[src/rtl/spike_mon_pkg.sv]
// Shared types, constants and helpers for the spike rate monitor.
package spike_mon_pkg;

    typedef enum logic [1:0] {
        IDLE,
        TRACK,
        CAND,
        BURST
    } mon_state_t;

    // Histogram bin upper bounds, as multiples of the burst ISI threshold.
    localparam int unsigned HIST_MUL0 = 1;
    localparam int unsigned HIST_MUL1 = 4;
    localparam int unsigned HIST_MUL2 = 16;

    function automatic logic [31:0] sat_inc(input logic [31:0] v, input int unsigned w);
        logic [31:0] mx;
        mx = (w >= 32) ? '1 : ((32'd1 << w) - 32'd1);
        return (v >= mx) ? mx : v + 32'd1;
    endfunction

endpackage

[src/rtl/spike_edge_det.sv]
// Rising-edge detector for the neuron spike level; evt is combinational,
// spike_evt is its registered copy, qualified by the count enable.
module spike_edge_det (
    input  logic clk,
    input  logic reset,
    input  logic en,
    input  logic spike,
    output logic evt,
    output logic spike_evt
);

    logic spike_q;

    assign evt = spike & ~spike_q;

    // spike_q tracks the input even while disabled so re-enable never sees a stale edge.
    always_ff @(posedge clk) begin
        if (reset) begin
            spike_q   <= 1'b0;
            spike_evt <= 1'b0;
        end else begin
            spike_q   <= spike;
            spike_evt <= evt & en;
        end
    end

endmodule

[src/rtl/spike_rate_monitor.sv]
// Windowed firing rate, inter-spike interval and burst detection for one neuron.
// Optional ISI histogram readback when SPIKE_MON_HIST_EN is defined.
module spike_rate_monitor
    import spike_mon_pkg::*;
#(
    parameter int unsigned WIN_W     = 16,
    parameter int unsigned CNT_W     = 8,
    parameter int unsigned ISI_W     = 12,
    parameter int unsigned BURST_ISI = 8
) (
    input  logic             clk,
    input  logic             reset,
    input  logic             en,
    input  logic             spike,
    input  logic [WIN_W-1:0] window_len,
    output logic [CNT_W-1:0] rate,
    output logic             rate_valid,
    output logic [ISI_W-1:0] last_isi,
    output logic             isi_valid,
    output logic             burst,
    output logic             spike_evt
`ifdef SPIKE_MON_HIST_EN
    ,
    input  logic [1:0]       hist_sel,
    output logic [7:0]       hist_count
`endif
);

    logic             evt;
    logic [WIN_W-1:0] win_cnt;
    logic [CNT_W-1:0] spk_cnt;
    logic [CNT_W-1:0] spk_next;
    logic [ISI_W-1:0] isi_cnt;
    logic [ISI_W-1:0] isi_inc;
    logic             isi_short;
    logic             isi_sat;
    logic             win_close;
    mon_state_t       state;

    spike_edge_det u_edge (
        .clk       (clk),
        .reset     (reset),
        .en        (en),
        .spike     (spike),
        .evt       (evt),
        .spike_evt (spike_evt)
    );

    always_comb begin
        spk_next  = evt ? CNT_W'(sat_inc(32'(spk_cnt), CNT_W)) : spk_cnt;
        isi_inc   = ISI_W'(sat_inc(32'(isi_cnt), ISI_W));
        // Elapsed interval counting the current cycle is isi_cnt+1.
        isi_short = 32'(isi_cnt) < BURST_ISI;
        isi_sat   = (isi_cnt == '1);
        win_close = (window_len != '0) && (win_cnt >= window_len - WIN_W'(1));
    end

    always_ff @(posedge clk) begin
        if (reset) begin
            win_cnt    <= '0;
            spk_cnt    <= '0;
            isi_cnt    <= '0;
            rate       <= '0;
            rate_valid <= 1'b0;
            last_isi   <= '0;
            isi_valid  <= 1'b0;
        end else if (en) begin
            rate_valid <= 1'b0;
            isi_valid  <= 1'b0;
            if (window_len == '0) begin
                win_cnt <= '0;
                spk_cnt <= '0;
            end else if (win_close) begin
                rate       <= spk_next;
                rate_valid <= 1'b1;
                win_cnt    <= '0;
                spk_cnt    <= '0;
            end else begin
                win_cnt <= win_cnt + WIN_W'(1);
                spk_cnt <= spk_next;
            end

            if (evt) begin
                isi_cnt <= '0;
                if (state != IDLE) begin
                    last_isi  <= isi_inc;
                    isi_valid <= 1'b1;
                end
            end else begin
                isi_cnt <= isi_inc;
            end
        end else begin
            rate_valid <= 1'b0;
            isi_valid  <= 1'b0;
        end
    end

    always_ff @(posedge clk) begin
        if (reset) begin
            state <= IDLE;
            burst <= 1'b0;
        end else if (en) begin
            case (state)
                IDLE: begin
                    if (evt) state <= TRACK;
                end
                TRACK: begin
                    if (evt && isi_short) state <= CAND;
                    else if (!evt && isi_sat) state <= IDLE;
                end
                CAND: begin
                    if (evt) begin
                        if (isi_short) begin
                            state <= BURST;
                            burst <= 1'b1;
                        end else begin
                            state <= TRACK;
                        end
                    end else if (isi_sat) begin
                        state <= IDLE;
                    end
                end
                BURST: begin
                    // Leave once the gap exceeds the burst threshold, with or without a late event.
                    if (!isi_short) begin
                        state <= TRACK;
                        burst <= 1'b0;
                    end
                end
                default: begin
                    state <= IDLE;
                    burst <= 1'b0;
                end
            endcase
        end
    end

`ifdef SPIKE_MON_HIST_EN
    logic [7:0] hist_bin [4];
    logic [1:0] hist_idx;

    always_comb begin
        if (32'(isi_inc) <= BURST_ISI * HIST_MUL0)      hist_idx = 2'd0;
        else if (32'(isi_inc) <= BURST_ISI * HIST_MUL1) hist_idx = 2'd1;
        else if (32'(isi_inc) <= BURST_ISI * HIST_MUL2) hist_idx = 2'd2;
        else                                            hist_idx = 2'd3;
    end

    always_ff @(posedge clk) begin
        if (reset) begin
            for (int unsigned i = 0; i < 4; i++) hist_bin[i] <= '0;
        end else if (en && evt && state != IDLE) begin
            hist_bin[hist_idx] <= 8'(sat_inc(32'(hist_bin[hist_idx]), 8));
        end
    end

    assign hist_count = hist_bin[hist_sel];
`endif

endmodule

[config.mk]
export PLATFORM = sky130hd
export DESIGN_NAME = spike_rate_monitor
export DESIGN_NICKNAME = d
export VERILOG_FILES = /design/src/rtl/spike_mon_pkg.sv /design/src/rtl/spike_edge_det.sv /design/src/rtl/spike_rate_monitor.sv
export SDC_FILE = /design/constraint.sdc
export NUM_CORES = 1
export LEC_CHECK = 0
export CORE_UTILIZATION = 45
export CTS_BUF_LIST = sky130_fd_sc_hd__clkbuf_8 sky130_fd_sc_hd__clkbuf_16
export DETAILED_ROUTE_END_ITERATION = 8
export GPL_TIMING_DRIVEN = 0
export PLACE_DENSITY = 0.7
export SYNTH_ARGS = -nofsm -noshare
export SYNTH_HDL_FRONTEND = slang
export SYNTH_SLANG_ARGS = --single-unit
[constraint.sdc]
create_clock -name clk -period 3.1 [get_ports clk]
set_clock_uncertainty 0.2 [all_clocks]
set_input_delay 0.31 -clock clk [delete_from_list [all_inputs] [get_ports clk]]
set_output_delay 0.31 -clock clk [all_outputs]
set_load 0.1 [all_outputs]
==> results of run 1 <==
[power by group through the flow]
stage / clock [W] / combinational [W] / sequential (W)
2_1_floorplan: 0 / 0.000111 / 0.000897
3_3_place_gp: 0 / 0.000235 / 0.000852
3_5_place_dp: 0 / 0.000239 / 0.000852
4_1_cts: 0.000909 / 0.000252 / 0.000834
5_1_grt: 0.000942 / 0.000288 / 0.000836
6_report: 0.000896 / 0.000267 / 0.000834
[routing by layer]
metal	wire length (um)	share of wire	global-route usage
met3	701	0.069	0.0382
met4	324	0.032	0.0949
met2	4600	0.45	0.395
met5	0	0	0
met1	4530	0.45	0.323
[how the worst max path moves through the flow]
stage | from | endpoint | slack (ps)
2_1_floorplan | window_len[3] | rate[1] | 20
3_3_place_gp | window_len[2] | win_cnt[9] | -840
3_5_place_dp | window_len[3] | win_cnt[12] | -910
4_1_cts | window_len[3] | rate[1] | -40
5_1_grt | window_len[9] | spk_cnt[0] | -230
6_report | window_len[1] | spk_cnt[0] | -80
[state kept, by name (all words and copies together) (netlist names)]
name and flops:
win_cnt 16, u_edge.spike_q 1, rate_valid 1, state 2
rate 8, last_isi 12, isi_valid 1, burst 1
u_edge.spike_evt 1, spk_cnt 8, isi_cnt 12
[kinds of logic after synthesis]
group	after synthesis	share of synthesized area
compound gates	116	0.203
xor+xnor	28	0.0656
fa+ha+maj	25	0.0837
buf+inv	35	0.0425
flops	63	0.337
mux	7	0.0191
simple gates	184	0.249
[what timing repair did]
item / CTS / global route
pin swaps: 17 / 16
setup endpoints to repair: 33 / 33
setup buffers: 15 / 5
resized for setup: 68 / 25
gates cloned: 2 / 1
[through the flow]
stage | std cells | setup slack [ps] | total power [W] | utilization
2_1_floorplan | 458 | 19.1 | 0.00101 | -
4_1_cts | 636 | -44.8 | 0.00199 | 0.604
3_3_place_gp | 603 | -836 | 0.00109 | 0.546
5_1_grt | 641 | -230 | 0.00207 | 0.624
6_report | 641 | -83.3 | 0.00200 | 0.624
3_5_place_dp | 603 | -905 | 0.00109 | 0.546
[critical path, delay by kind of cell]
family | cells | cell delay, ps
simple gates | 6 | 1080
buf+inv | 4 | 720
compound gates | 2 | 540
fa+ha+maj | 2 | 450
xor+xnor | 1 | 160
[final cells by class]
type                    instances  area, um^2
clock inverters                 6         108
well taps                     102         128
plain buffers                  21         106
flip-flops and latches         63        1260
clock buffers                  10         138
fillers                       672        2970
inverters                      13        48.8
repair buffers                 66         654
multi-input cells             360        2480
[layout by cell type, fill, tap and decap left out, types with 7 or more instances in the layout]
cell type	synthesis	final
nor2_1	59	56
and3_1	8	8
ha_1	25	24
clkbuf_1	12	12
clkdlybuf4s50_1	0	29
nand3_1	10	10
a21oi_2	0	7
xnor2_1	17	17
a21oi_1	32	25
xor2_1	11	11
buf_4	2	14
buf_2	4	9
buf_6	2	10
a31oi_1	14	14
dfxtp_1	63	63
o21ai_0	12	12
inv_1	12	10
nor3_1	14	11
nand2_1	45	41
clkbuf_8	0	10
o21ai_1	16	14
a22oi_1	8	8
==> flow_metrics.py, run 1 <==
metrics = {
    "synth": {
        "synth_ff_type": "dfxtp_1",
        "syn_nets": 503,
        "synth_cell_types": 56,
        "syn_avg_cell_area_um2": 8.16,
        "synth_top_area_cell": "dfxtp_1",
        "async_reset_ff_frac": 0,
        "yosys.cell_count.top_type": "dfxtp_1",
        "yosysSeqAreaShare": 0.337,
        "synth-edff-count": 0,
        "yosysWarnings": 0,
        "ys_ff_latch": 63,
        "netlist_top_cells_area": "dfxtp_1, ha_1, nor2_1",
        "synth_top_area_frac": 0.337,
        "netlist_area_mm2": 0.00374,
        "synthCells": 458,
        "yosys-top-cells-count": "dfxtp_1, nor2_1, nand2_1",
    },
    "power": {
        "power_density_mw_per_mm2": 406,
        "p_switching_w": 0.000523,
        "ir_worst_vdd_v": 0.000264,
        "internal_power_w": 0.00147,
        "combPwrFrac": 0.134,
        "switching_share": 0.262,
        "seq_power_share": 0.418,
        "power_leakage_nw": 1.90,
        "clockPowerShare": 0.449,
    },
    "worst_setup_path": {
        "slowest_stage": "a2111o_1",
        "arrival_ps": 3260,
        "r2r-start": "win_cnt[5]",
        "cp_cell_sequence": "dlygate4sd2_1 -> inv_2 -> ha_4 -> nand2_2 -> or3_1 -> xor2_1 -> ha_1 -> nand4_1 -> nor3_2 -> a2111o_1 -> buf_6 -> nor4b_4 -> buf_4 -> a21oi_2 -> nor3_1",
        "crit_required_ps": 3180,
        "worstSetupPathType": "in -> reg",
        "critical-path-max-stage-delay_ps": 480,
        "timing.rr.end": "spk_cnt[0]",
        "path_max_fanout": 5,
        "rr_worst_depth": 9,
        "start_kind": "primary input",
        "cp-end-kind": "flip-flop",
        "regToRegSetupSlack_ps": 440,
    },
    "final_layout": {
        "layout.nets": 579,
        "syn2layout_area_growth_pct": 31.6,
        "antenna_cells": 0,
        "postLayoutCellArea_mm2": 0.00492,
        "layout-drive-gt1-share": 0.176,
    },
    "run_status": {
        "violations": "setup timing",
        "run_status": "complete, but fails checks",
    },
    "job": {
        "drv_cap": 0,
    },
    "timing": {
        "slew_viol_final": 0,
        "hold_violations": 0,
        "finalCritPeriodShare": 1.03,
        "worst_slack_ps": -83.3,
        "tightest_slew_ps": 978,
        "tns_ps": -651,
        "hold_ws_ps": 294,
        "fin_crit_ps": 3180,
        "rsz0062_at_grt": "true",
        "slew_headroom": 0.346,
        "max_freq_mhz": 314,
        "finalSetupViolCount": 16,
    },
    "grt": {
        "grt_pass1_wl_um": 16700,
        "grt_pass1_vias": 3510,
        "antenna_found_initial": 0,
        "grt_usage": 0.244,
        "grt_max_degree": 12,
        "grt_overflow_total": 0,
    },
    "floorplanning": {
        "die_h_um": 93.2,
        "start_util": 0.474,
        "rows": 32,
        "dieArea_mm2": 0.00868,
        "die_w_um": 93.2,
        "design.core.area_mm2": 0.00789,
        "io_pins": 44,
    },
    "clock_network": {
        "htree_levels": 3,
        "tritoncts": "yes",
        "root_buffer": "clkbuf_8",
        "hold_buffers": 0,
        "clkSinkCount": 63,
        "path_clk_slew_ps": 70,
        "cts_made_buffers": 9,
        "clk_latency_ps": 350,
        "clock_path_buffers": 2,
    },
    "routing": {
        "drtPass1Iterations": 5,
        "routed_wl_um": 10100,
        "wl_per_cell_um": 15.8,
        "antenna_left": 0,
        "vias": 3721,
        "drc": 0,
        "drtIter0Drc": 194,
        "viasPerCell": 5.80,
    },
    "min_path": {
        "holdPathStages": 2,
        "hold_path.class": "reg -> reg",
        "min_from": "last_isi[11]",
        "hold_end": "last_isi[11]",
    },
    "placement": {
        "gp_congestion": 0.871,
        "dpl_cell_area_mm2": 0.00431,
        "port-buffer-count": 43,
        "hpwlAfterDp_um": 6800,
    },
}
Power figures use the tool's default switching activity.
==> run 2, diff against run 1 <==
--- a/config.mk
+++ b/config.mk
@@ -9,7 +9,7 @@
 export CTS_BUF_LIST = sky130_fd_sc_hd__clkbuf_8 sky130_fd_sc_hd__clkbuf_16
 export DETAILED_ROUTE_END_ITERATION = 8
 export GPL_TIMING_DRIVEN = 0
-export PLACE_DENSITY = 0.7
+export PLACE_DENSITY_LB_ADDON = 0.15
 export SYNTH_ARGS = -nofsm -noshare
 export SYNTH_HDL_FRONTEND = slang
 export SYNTH_SLANG_ARGS = --single-unit
==> run 2 against run 1 <==
  * Fmax shrank 0.18%
  * Worst hold slack hardly changed
  * Design area decreased by 1.2%
  * Global-route usage is 0.58 points higher
  * Final cell count is 0.62% lower
  * Sequential power hardly changed
  * Highest routed layer unchanged
  * The flow still finishes with violations (setup timing)
  * Sequential share of layout area up 0.30 points
==> flow_metrics.py, run 2 (same netlist as run 1, synthesis figures left out) <==
metrics = {
    "final_layout": {
        "largest-register": "win_cnt",
        "fin_util": 0.617,
        "layout_commonest_cell": "dfxtp_1",
        "layout.nets": 575,
        "syn2layout_area_growth_pct": 30.1,
        "largest_reg_flops": 16,
        "largestRegisters": "win_cnt x16, isi_cnt x12, last_isi x12",
        "fillCellCount": 681,
        "antenna_cells": 0,
        "layout-drive-gt1-share": 0.163,
        "layout_common_cells": "dfxtp_1, nor2_1, nand2_1",
    },
    "clock_network": {
        "root_buffer": "clkbuf_8",
        "clock_path_buffers": 2,
        "cts_made_buffers": 9,
        "tritoncts": "yes",
        "clk_latency_ps": 350,
        "path_clk_slew_ps": 80,
        "clkSinkCount": 63,
        "hold_buffers": 0,
        "htree_levels": 3,
    },
    "timing": {
        "worst_slack_ps": -89.0,
        "rsz0062_at_grt": "true",
        "finalSetupViolCount": 25,
        "hold_violations": 0,
        "hold_ws_ps": 294,
        "finalCritPeriodShare": 1.03,
        "fin_crit_ps": 3190,
        "tightest_slew_ps": 974,
        "slew_viol_final": 0,
        "slew_headroom": 0.348,
        "max_freq_mhz": 314,
    },
    "worst_setup_path": {
        "rr_worst_depth": 10,
        "cp_cell_sequence": "buf_6 -> nor4_4 -> nand2_2 -> or3_1 -> xor2_1 -> ha_1 -> nand4_1 -> buf_4 -> nor3_2 -> a2111o_1 -> buf_6 -> nor4b_4 -> buf_6 -> buf_8 -> a21oi_4 -> nor3_2",
        "cp_num_buf_inv": 5,
        "worstSetupPathType": "in -> reg",
        "cp-end-kind": "flip-flop",
        "slowest_stage": "or3_1",
        "path_max_fanout": 5,
        "worst-path-stages": 16,
        "critical-path-max-stage-delay_ps": 370,
        "start_kind": "primary input",
        "arrival_ps": 3270,
        "crit_required_ps": 3180,
        "crit_top_cell": "buf_6",
        "cp_top_family": "simple AND/OR/NAND/NOR gates",
    },
    "grt": {
        "grt_pass1_vias": 3471,
        "grt_usage": 0.249,
        "grt_overflow_total": 0,
        "antenna_found_initial": 0,
        "grt_pass1_wl_um": 16800,
        "grt_max_degree": 11,
    },
    "routing": {
        "drtIter0Drc": 198,
        "antenna_left": 0,
        "viasPerCell": 5.72,
        "drc": 0,
        "wl_per_cell_um": 16.2,
        "drtPass1Iterations": 4,
        "vias": 3643,
        "routed_wl_um": 10300,
    },
    "floorplanning": {
        "die_h_um": 93.2,
        "design.core.area_mm2": 0.00789,
        "rows": 32,
        "die_w_um": 93.2,
        "io_pins": 44,
        "start_util": 0.474,
        "dieArea_mm2": 0.00868,
    },
    "placement": {
        "hpwlAfterDp_um": 6890,
        "gp_congestion": 0.933,
        "port-buffer-count": 43,
        "place_ws_ps": -927,
    },
    "power": {
        "power_leakage_nw": 1.88,
        "ir_worst_vdd_v": 0.000270,
        "power_density_mw_per_mm2": 385,
    },
    "job": {
        "drv_cap": 0,
    },
    "run_status": {
        "run_status": "complete, but fails checks",
        "violations": "setup timing",
    },
    "min_path": {
        "hold_path.class": "reg -> reg",
        "holdPathStages": 2,
    },
}
-- run 2: cell types whose count changed in the layout (fill, tap and decap cells not counted), sizes merged --
cell,delta
buf,-4
bufinv,-1
clkbuf,-1
clkinvlp,-1
inv,+3
-- run 2: path summary, 6_finish.rpt --
kind         slack (ps)    endpoint          start
max                 -90  spk_cnt[0]  window_len[4]
min                 290     rate[0]        rate[0]
max reg2reg         400  spk_cnt[0]     win_cnt[5]
min reg2reg         290     rate[0]        rate[0]
-- run 2: report_power, final --
part           switching [W]  internal, W
clock               0.000324     0.000441
sequential         0.0000120     0.000823
combinational       0.000171     0.000100
total               0.000507      0.00136
-- run 2: per-layer routing --
layer | global-route usage | wire length [um]
met5 | 0 | 0
met1 | 0.310 | 4520
met4 | 0.112 | 278
met3 | 0.0553 | 508
met2 | 0.412 | 5030
-- run 2: area by class of cell --
type / count / area (um^2) / share of cell area
buffer: 22 / 129 / 0.0265
clock buffer: 9 / 124 / 0.0255
clock inverter: 7 / 81.3 / 0.0167
inverter: 13 / 48.8 / 0.0100
multi-input combinational: 360 / 2490 / 0.512
sequential: 63 / 1260 / 0.259
tap: 102 / 128 / 0.0262
timing repair buffer: 61 / 603 / 0.124
-- run 2: per-stage QoR --
step	instances	setup TNS, ps	total power (W)	instance area, um^2
2_1_floorplan	458	0	0.00101	3750
3_3_place_gp	603	-25560	0.00109	4310
3_5_place_dp	603	-26880	0.00109	4310
4_1_cts	635	-299	0.00186	4710
5_1_grt	637	-6620	0.00195	4860
6_report	637	-1150	0.00187	4860
-- run 2: what timing repair did --
item                       CTS  global route
pin swaps                   20            16
buffers inserted            13             1
gates resized for setup     72            25
gates cloned                 3             1
setup endpoints to repair   33            33
-- run 2: worst min-delay path: cells and delay by family, from the launching register on --
kind | cells | cell delay (ps)
AND/OR/NAND/NOR | 1 | 60
AO/OA/AOI/OAI | 1 | 50
flip-flops | 1 | 330
==> run 3, diff against run 2 <==
--- a/config.mk
+++ b/config.mk
@@ -10,6 +10,7 @@
 export DETAILED_ROUTE_END_ITERATION = 8
 export GPL_TIMING_DRIVEN = 0
 export PLACE_DENSITY_LB_ADDON = 0.15
+export SKIP_LAST_GASP = 1
 export SYNTH_ARGS = -nofsm -noshare
 export SYNTH_HDL_FRONTEND = slang
 export SYNTH_SLANG_ARGS = --single-unit
==> run 3 against run 2 <==
  * The flow still finishes with violations (setup timing)
  * Design area shrank 0.13%
  * Sequential share of layout area is essentially flat
  * Combinational power is essentially flat
  * Critical endpoint unchanged
  * Largest cell class unchanged
  * Highest routed layer unchanged
==> flow_metrics.py, run 3 (same netlist as run 1, synthesis figures left out) <==
metrics = {
    "final_layout": {
        "syn2layout_area_growth_pct": 29.9,
        "layout_common_cells": "dfxtp_1, nor2_1, nand2_1",
        "largest_reg_flops": 16,
        "layout_commonest_cell": "dfxtp_1",
        "postLayoutCellArea_mm2": 0.00486,
        "antenna_cells": 0,
        "layout.nets": 575,
        "largest-register": "win_cnt",
        "fillCellCount": 678,
        "largestRegisters": "win_cnt x16, isi_cnt x12, last_isi x12",
        "layout-drive-gt1-share": 0.161,
    },
    "timing": {
        "slew_viol_final": 0,
        "hold_ws_ps": 293,
        "finalCritPeriodShare": 1.03,
        "finalSetupViolCount": 25,
        "worst_slack_ps": -86.3,
        "max_freq_mhz": 314,
        "hold_violations": 0,
        "slew_headroom": 0.348,
        "fin_crit_ps": 3190,
        "rsz0062_at_grt": "true",
        "tightest_slew_ps": 974,
    },
    "worst_setup_path": {
        "regToRegSetupSlack_ps": 410,
        "arrival_ps": 3270,
        "cp-end-kind": "flip-flop",
        "critical-path-max-stage-delay_ps": 370,
        "crit_required_ps": 3190,
        "timing.rr.end": "spk_cnt[0]",
        "worstSetupPathType": "in -> reg",
        "start_kind": "primary input",
        "r2r-start": "win_cnt[5]",
        "slowest_stage": "or3_1",
        "critPathLaunch": "window_len[4]",
        "rr_worst_depth": 10,
        "crit_top_cell": "buf_6",
        "cp_cell_sequence": "buf_6 -> nor4_4 -> nand2_2 -> or3_1 -> xor2_1 -> ha_1 -> nand4_1 -> buf_4 -> nor3_2 -> a2111o_1 -> buf_6 -> nor4b_4 -> buf_6 -> buf_8 -> a21oi_4 -> nor3_2",
        "path_max_fanout": 5,
    },
    "grt": {
        "grt_pass1_wl_um": 16800,
        "grt_max_degree": 11,
        "grt_usage": 0.249,
        "grt_pass1_vias": 3471,
        "grt_overflow_total": 0,
        "antenna_found_initial": 0,
    },
    "clock_network": {
        "clock_path_buffers": 2,
        "cts_made_buffers": 9,
        "tritoncts": "yes",
        "path_clk_slew_ps": 80,
        "htree_levels": 3,
        "clk_latency_ps": 350,
        "clkSinkCount": 63,
        "root_buffer": "clkbuf_8",
    },
    "power": {
        "ir_worst_vdd_v": 0.000271,
        "power_leakage_nw": 1.88,
        "power_density_mw_per_mm2": 385,
    },
    "routing": {
        "routed_wl_um": 10300,
        "antenna_left": 0,
        "wl_per_cell_um": 16.1,
        "drtIter0Drc": 183,
        "vias": 3632,
        "drtPass1Iterations": 5,
        "viasPerCell": 5.70,
        "drc": 0,
    },
    "placement": {
        "dpl_cell_area_mm2": 0.00431,
        "gp_congestion": 0.933,
        "hpwlAfterDp_um": 6890,
        "port-buffer-count": 43,
    },
    "min_path": {
        "holdPathStages": 2,
        "hold_end": "rate[0]",
        "min_from": "rate[0]",
        "hold_path.class": "reg -> reg",
    },
    "floorplanning": {
        "io_pins": 44,
        "rows": 32,
        "design.core.area_mm2": 0.00789,
        "dieArea_mm2": 0.00868,
        "die_h_um": 93.2,
        "start_util": 0.474,
        "die_w_um": 93.2,
    },
    "job": {
        "drv_cap": 0,
    },
    "run_status": {
        "run_status": "complete, but fails checks",
        "violations": "setup timing",
    },
}
-- run 3: repair_timing --
item / in CTS / in global routing
buffers inserted: 13 / 1
cloned: 3 / 1
hold endpoints to repair: 0 / 0
hold buffers: 0 / 0
pin swaps: 20 / 16
setup endpoints to repair: 33 / 33
gates resized for setup: 72 / 24
-- run 3: power by group --
part	switching (W)	internal (W)	leakage, nW
logic	0.000171	0.000101	1.25
clock network	0.000323	0.000441	0.117
registers	0.0000119	0.000823	0.509
-- run 3: cell type report --
| class | instances | area [um^2] | share of cell area |
|---|---|---|---|
| buffer | 22 | 129 | 0.0265 |
| clock buffer | 9 | 124 | 0.0255 |
| clock inverter | 7 | 81.3 | 0.0167 |
| inverter | 13 | 48.8 | 0.0100 |
| multi-input combinational | 360 | 2480 | 0.511 |
| sequential | 63 | 1260 | 0.260 |
| tap | 102 | 128 | 0.0263 |
| timing repair buffer | 61 | 603 | 0.124 |
-- run 3: worst max-delay path by stage --
stage / endpoint / slack [ps] / depth (start not counted)
3_5_place_dp: rate[2] / -930 / 13
4_1_cts: spk_cnt[0] / -50 / 15
3_3_place_gp: rate[2] / -890 / 13
2_1_floorplan: rate[1] / 20 / 12
5_1_grt: spk_cnt[0] / -280 / 16
6_report: spk_cnt[0] / -90 / 16
-- run 3: layer usage --
layer  global-route usage  wire, um
met1                0.310      4490
met2                0.412      4960
met3               0.0553       543
met4                0.112       298
met5                    0         0
-- run 3: critical path, delay by kind of cell --
| kind | cells | cell delay (ps) |
|---|---|---|
| buffers and inverters | 5 | 680 |
| AOI/OAI and AO/OA | 2 | 400 |
| and+or+nand+nor | 7 | 1420 |
| adders and majority gates | 1 | 280 |
| xor gates and xnor gates | 1 | 160 |
-- run 3: stage by stage --
| stage | instances | TNS, ps | setup slack (ps) | total power, W | utilization |
|---|---|---|---|---|---|
| finish | 637 | -1210 | -86.3 | 0.00187 | 0.616 |
| CTS | 635 | -299 | -52.8 | 0.00186 | 0.598 |
| floorplan | 458 | 0 | 19.1 | 0.00101 | - |
| detailed placement | 603 | -26880 | -927 | 0.00109 | 0.546 |
| global placement | 603 | -25560 | -893 | 0.00109 | 0.546 |
| global route | 637 | -6680 | -275 | 0.00195 | 0.616 |
==> patch 1 (config.mk and constraints of run 1) <==
Change the parameter `WIN_W` from 16 to 20.
--- a/src/rtl/spike_rate_monitor.sv
+++ b/src/rtl/spike_rate_monitor.sv
@@ -4,5 +4,5 @@
     import spike_mon_pkg::*;
 #(
-    parameter int unsigned WIN_W     = 16,
+    parameter int unsigned WIN_W     = 20,
     parameter int unsigned CNT_W     = 8,
     parameter int unsigned ISI_W     = 12,
Ports: changed (resized window_len); port bits go from 44 to 48. The function was not compared with the original's and may differ.
==> patch 1 against run 1 <==
- the run still ends with setup timing left
- final cell count increased by 8.1%
- global-route usage decreased by 0.058 points
- wire length increased by 14%
- die area increased by 9.3%
- cell area increased by 8.2%
- utilization decreased by 1.6 points
- setup slack got worse by 790 ps
- sequential cell count increased by 4
- synthesized area increased by 9.5%
- power increased by 0.85%
- critical path type unchanged
- highest routed layer unchanged
==> patch 1: results (changes against run 1) <==
- Hold Path Origin: last_isi[8]
- Outcome: finished, violations left
- Multiplexer area fraction after synthesis: 0.0156 (-0.00349)
- Post-DP Area: 0.00476 mm2 (+11%)
- Share of cells above drive strength 1: 0.186 (+0.0101)
- Register-to-register setup slack: 110 ps (-330 ps)
- Min-Delay Endpoint: last_isi[8]
- Compound-cell area share of the yosys netlist: 0.225 (+0.0224)
- Final wirelength: 11.6 mm (+14%)
- Internal power: 0.00147 W (about the same)
- Combinational Power Share: 0.138 (+0.004)
- Detail Placement HPWL: 7.95 mm (+17%)
- Synth top area cells: dfxtp_1 33%, ha_1 8.6%, nor2_1 4.9%
- Syn avg cell area: 8.19 um2 (+0.34%)
- R2R Path Start: win_cnt[17]
- Register area share after synthesis: 0.328 (-0.00982)
- IO Port Bufs: 46 (+7.0%)
- CP max stage cell: or4_4
- Initial DRC count: 259 (+34%)
- Synth Area in XOR/XNOR: 0.0599 (-0.00571)
- Endpoints failing setup: 37 (+21)
- CP arrival: 4010 ps (+750 ps)
- Gp weighted congestion: 0.897 (+3.0%)
- Reg2reg path depth: 7 (-2)
- Worst vdd ir: 196 uV (-26%)
- First-pass GRT wire length: 18.8 mm (+13%)
- All-Layer GR Usage: 0.243 (-0.000576)
- Post-Synth Adder-Cell Area: 0.0855 (+0.00188)
- Violations in the final reports: setup timing
- Number of global-route vias before repair: 3971 (+13%)
- Clock share of power: 0.418 (-0.031)
- Worst slew pin tran: 971 ps (-7.37 ps)
- Postcts setup bufs: 16 (+1)
- P_seq: 0.000895 W (+7.3%)
- WHS: 268 ps (-26.3 ps)
- Nets: 633 (+9.3%)
- Fillers: 804 (+20%)
- CP max FO: 4 (-1)
- Final setup margin: -878 ps (-795 ps)
- Critical Path End: rate[6]
- Final std cells w/o fill: 693 (+8.1%)
- Clk buf depth: 2 (unchanged)
- Post-synth top cells: 67 x dfxtp_1, 54 x nor2_1, 43 x nand2_1
- Vias: 4141 (+11%)
- Worst skew pair latency: 350 ps (about the same)
- Setup_tns: -28200 ps (-27550 ps)
- Leakage: 1.92 nW (+1.1%)
- Post-cts resize count: 89 (+31%)
- Distinct cells, synth: 59 (+5.4%)
- Max incr delay on CP: 580 ps (+100 ps)
- Placed insts: 654 (+8.5%)
- CP startpoint: window_len[12]
- Biggest regs: win_cnt x20, isi_cnt x12, last_isi x12
- Worst slack, placed: -2000 ps (-1100 ps)
- Syn_nets: 552 (+9.7%)
patch 1: cell count changes after synthesis, sizes merged, moves of 5 or more:
cell	change
nand3	+14
clkbuf	+6
a31o	+6
a22o	+6
a22oi	-7
or4	+8
buf	-5
o21ai	-10
patch 1: routing by layer:
layer	wire (um)	GRT usage	vias up
met3	387	0.0324	16
met1	5490	0.326	1997
met2	5560	0.404	110
li1	-	-	2018
met4	164	0.0769	0
met5	0	0	-
patch 1: cell type report:
class,count,area (um2),share of cell area
well taps,108,135,0.0254
plain buffers,22,114,0.0214
clock buffers,11,151,0.0284
flip-flops and latches,67,1340,0.252
clock inverters,4,73.8,0.0139
inverters,13,68.8,0.0129
multi-input cells,397,2820,0.529
repair buffers,71,622,0.117
patch 1: worst max-delay path: cells and delay by family:
kind	cells	cell delay [ps]
fa+ha+maj	1	300
buf+inv	1	90
mux	1	320
simple gates	8	2860
xor+xnor	1	120
==> patch 2 (flow settings as in run 1) <==
Without the edit above. The 4 states of `mon_state_t` get a one-hot encoding in 4 bits.
--- a/src/rtl/spike_mon_pkg.sv
+++ b/src/rtl/spike_mon_pkg.sv
@@ -2,9 +2,9 @@
 package spike_mon_pkg;
 
-    typedef enum logic [1:0] {
-        IDLE,
-        TRACK,
-        CAND,
-        BURST
+    typedef enum logic [3:0] {
+        IDLE  = 4'b0001,
+        TRACK = 4'b0010,
+        CAND  = 4'b0100,
+        BURST = 4'b1000
     } mon_state_t;
 
Check against the original RTL: no difference found for any inputs over 4 cycles, from zero or initial values and one cycle with reset high; so few cycles prove little.
==> patch 2 against run 1 <==
- setup slack better by 52 ps
- sequential cell count up 2
- sequential power increased by 5.0%
- clock power decreased by 25%
- cell area rose by 2.0%
- power is 6.3% lower
- wire length up 8.7%
- first-iteration DRC count shrank 11%
- the flow still finishes with violations (setup timing)
- sequential share of layout area increased by 0.31 points
- synthesized area up 7.8%
==> patch 2: results (changes against run 1) <==
- Outcome: finished, violations left
- Violations in the final reports: setup timing
- All-Layer GR Usage: 0.229 (-0.0142)
- Min-Delay Endpoint: isi_cnt[8]
- Number of global-route vias before repair: 3724 (+6.1%)
- Vias: 3997 (+7.4%)
- Largest net degree at the start of global routing: 11 (-1)
- WHS: 217 ps (-77.5 ps)
- Placed insts: 635 (+5.3%)
- Hold Path Cell Cnt: 3 (+1)
- GR Layer Usage met1: 0.284 (-0.0392)
- Reg2reg path depth: 8 (-1)
- Post-DP Area: 0.00458 mm2 (+6.3%)
- Fillers: 825 (+23%)
- Via density: 5.99 (+3.2%)
- Gp weighted congestion: 0.932 (+7.0%)
- Initial DRC count: 173 (-11%)
- Slew HR: 0.352 (+0.00592)
- WL per Instance: 16.5 um (+4.5%)
- First-pass GRT wire length: 17.6 mm (+5.5%)
- IO Port Bufs: 41 (-4.7%)
- Register-to-register setup slack: 520 ps (+80 ps)
- Register area share after synthesis: 0.323 (-0.0146)
- Distinct cells, synth: 64 (+14%)
- Post-cts resize count: 23 (-66%)
- Worst hold path type: primary input to register
- Synth top area cells: dfxtp_1 32%, ha_1 6.5%, nor2_1 3.7%
- Final setup margin: -30.9 ps (+52.4 ps)
- Leakage: 1.86 nW (-2.1%)
- Postcts setup bufs: 5 (-10)
- Post-Synthesis Cells: 486 (+6.1%)
- Endpoints failing setup: 2 (-14)
- Max incr delay on CP: 330 ps (-150 ps)
- R2R Path Start: win_cnt[0]
- Hold Path Origin: en
- Syn_nets: 527 (+4.8%)
- Worst vdd ir: 179 uV (-32%)
- CP arrival: 3160 ps (-100 ps)
- Nets: 596 (+2.9%)
- Detail Placement HPWL: 7.67 mm (+13%)
- Share of cells above drive strength 1: 0.152 (-0.0242)
-- patch 2: cell count changes after synthesis, moves of 5 or more --
cell      before  now
nor2_1        59   40
o21ai_1       16    1
nand3_1       10   23
nand4_1        6   17
a211oi_1       3   13
nand3b_1       2   11
a22oi_1        8    1
nand2_1       45   38
nand2b_1       6   13
a21oi_1       32   27
xnor2_1       17   12
-- patch 2: cell type report --
type                            count  area (um2)  share of cell area
Inverter                           15        56.3              0.0112
Clock buffer                       12         165              0.0329
Timing Repair Buffer               57         524               0.104
Tap cell                          108         135              0.0269
Buffer                             27         133              0.0264
Sequential cell                    65        1300               0.259
Clock inverter                      3        16.3             0.00324
Multi-Input combinational cell    380        2690               0.535
-- patch 2: power by group through the flow --
stage          logic [W]  registers, W  clock network [W]
3_5_place_dp    0.000305      0.000894                  0
6_report        0.000325      0.000876           0.000672
2_1_floorplan   0.000150      0.000956                  0
5_1_grt         0.000350      0.000879           0.000717
3_3_place_gp    0.000299      0.000894                  0
4_1_cts         0.000311      0.000875           0.000681
-- patch 2: stage by stage --
stage | TNS [ps] | setup slack (ps)
after global routing | -462 | -88.9
after floorplan | 0 | 7.93
after detailed placement | -24040 | -878
final | -57.0 | -30.9
after global placement | -22470 | -829
after CTS | 0 | 14.2
-- patch 2: metal layers --
| layer | vias to the layer above | share of wire |
|---|---|---|
| met5 | - | 0 |
| met4 | 0 | 0.026 |
| met3 | 23 | 0.062 |
| met2 | 172 | 0.48 |
| met1 | 1867 | 0.44 |
| li1 | 1935 | - |
-- patch 2: logic make-up after synthesis --
group | share of synthesized area
simple gates | 0.286
compound gates | 0.188
flops | 0.323
buf+inv | 0.0466
xor+xnor | 0.0587
fa+ha+maj | 0.0652
mux | 0.0329
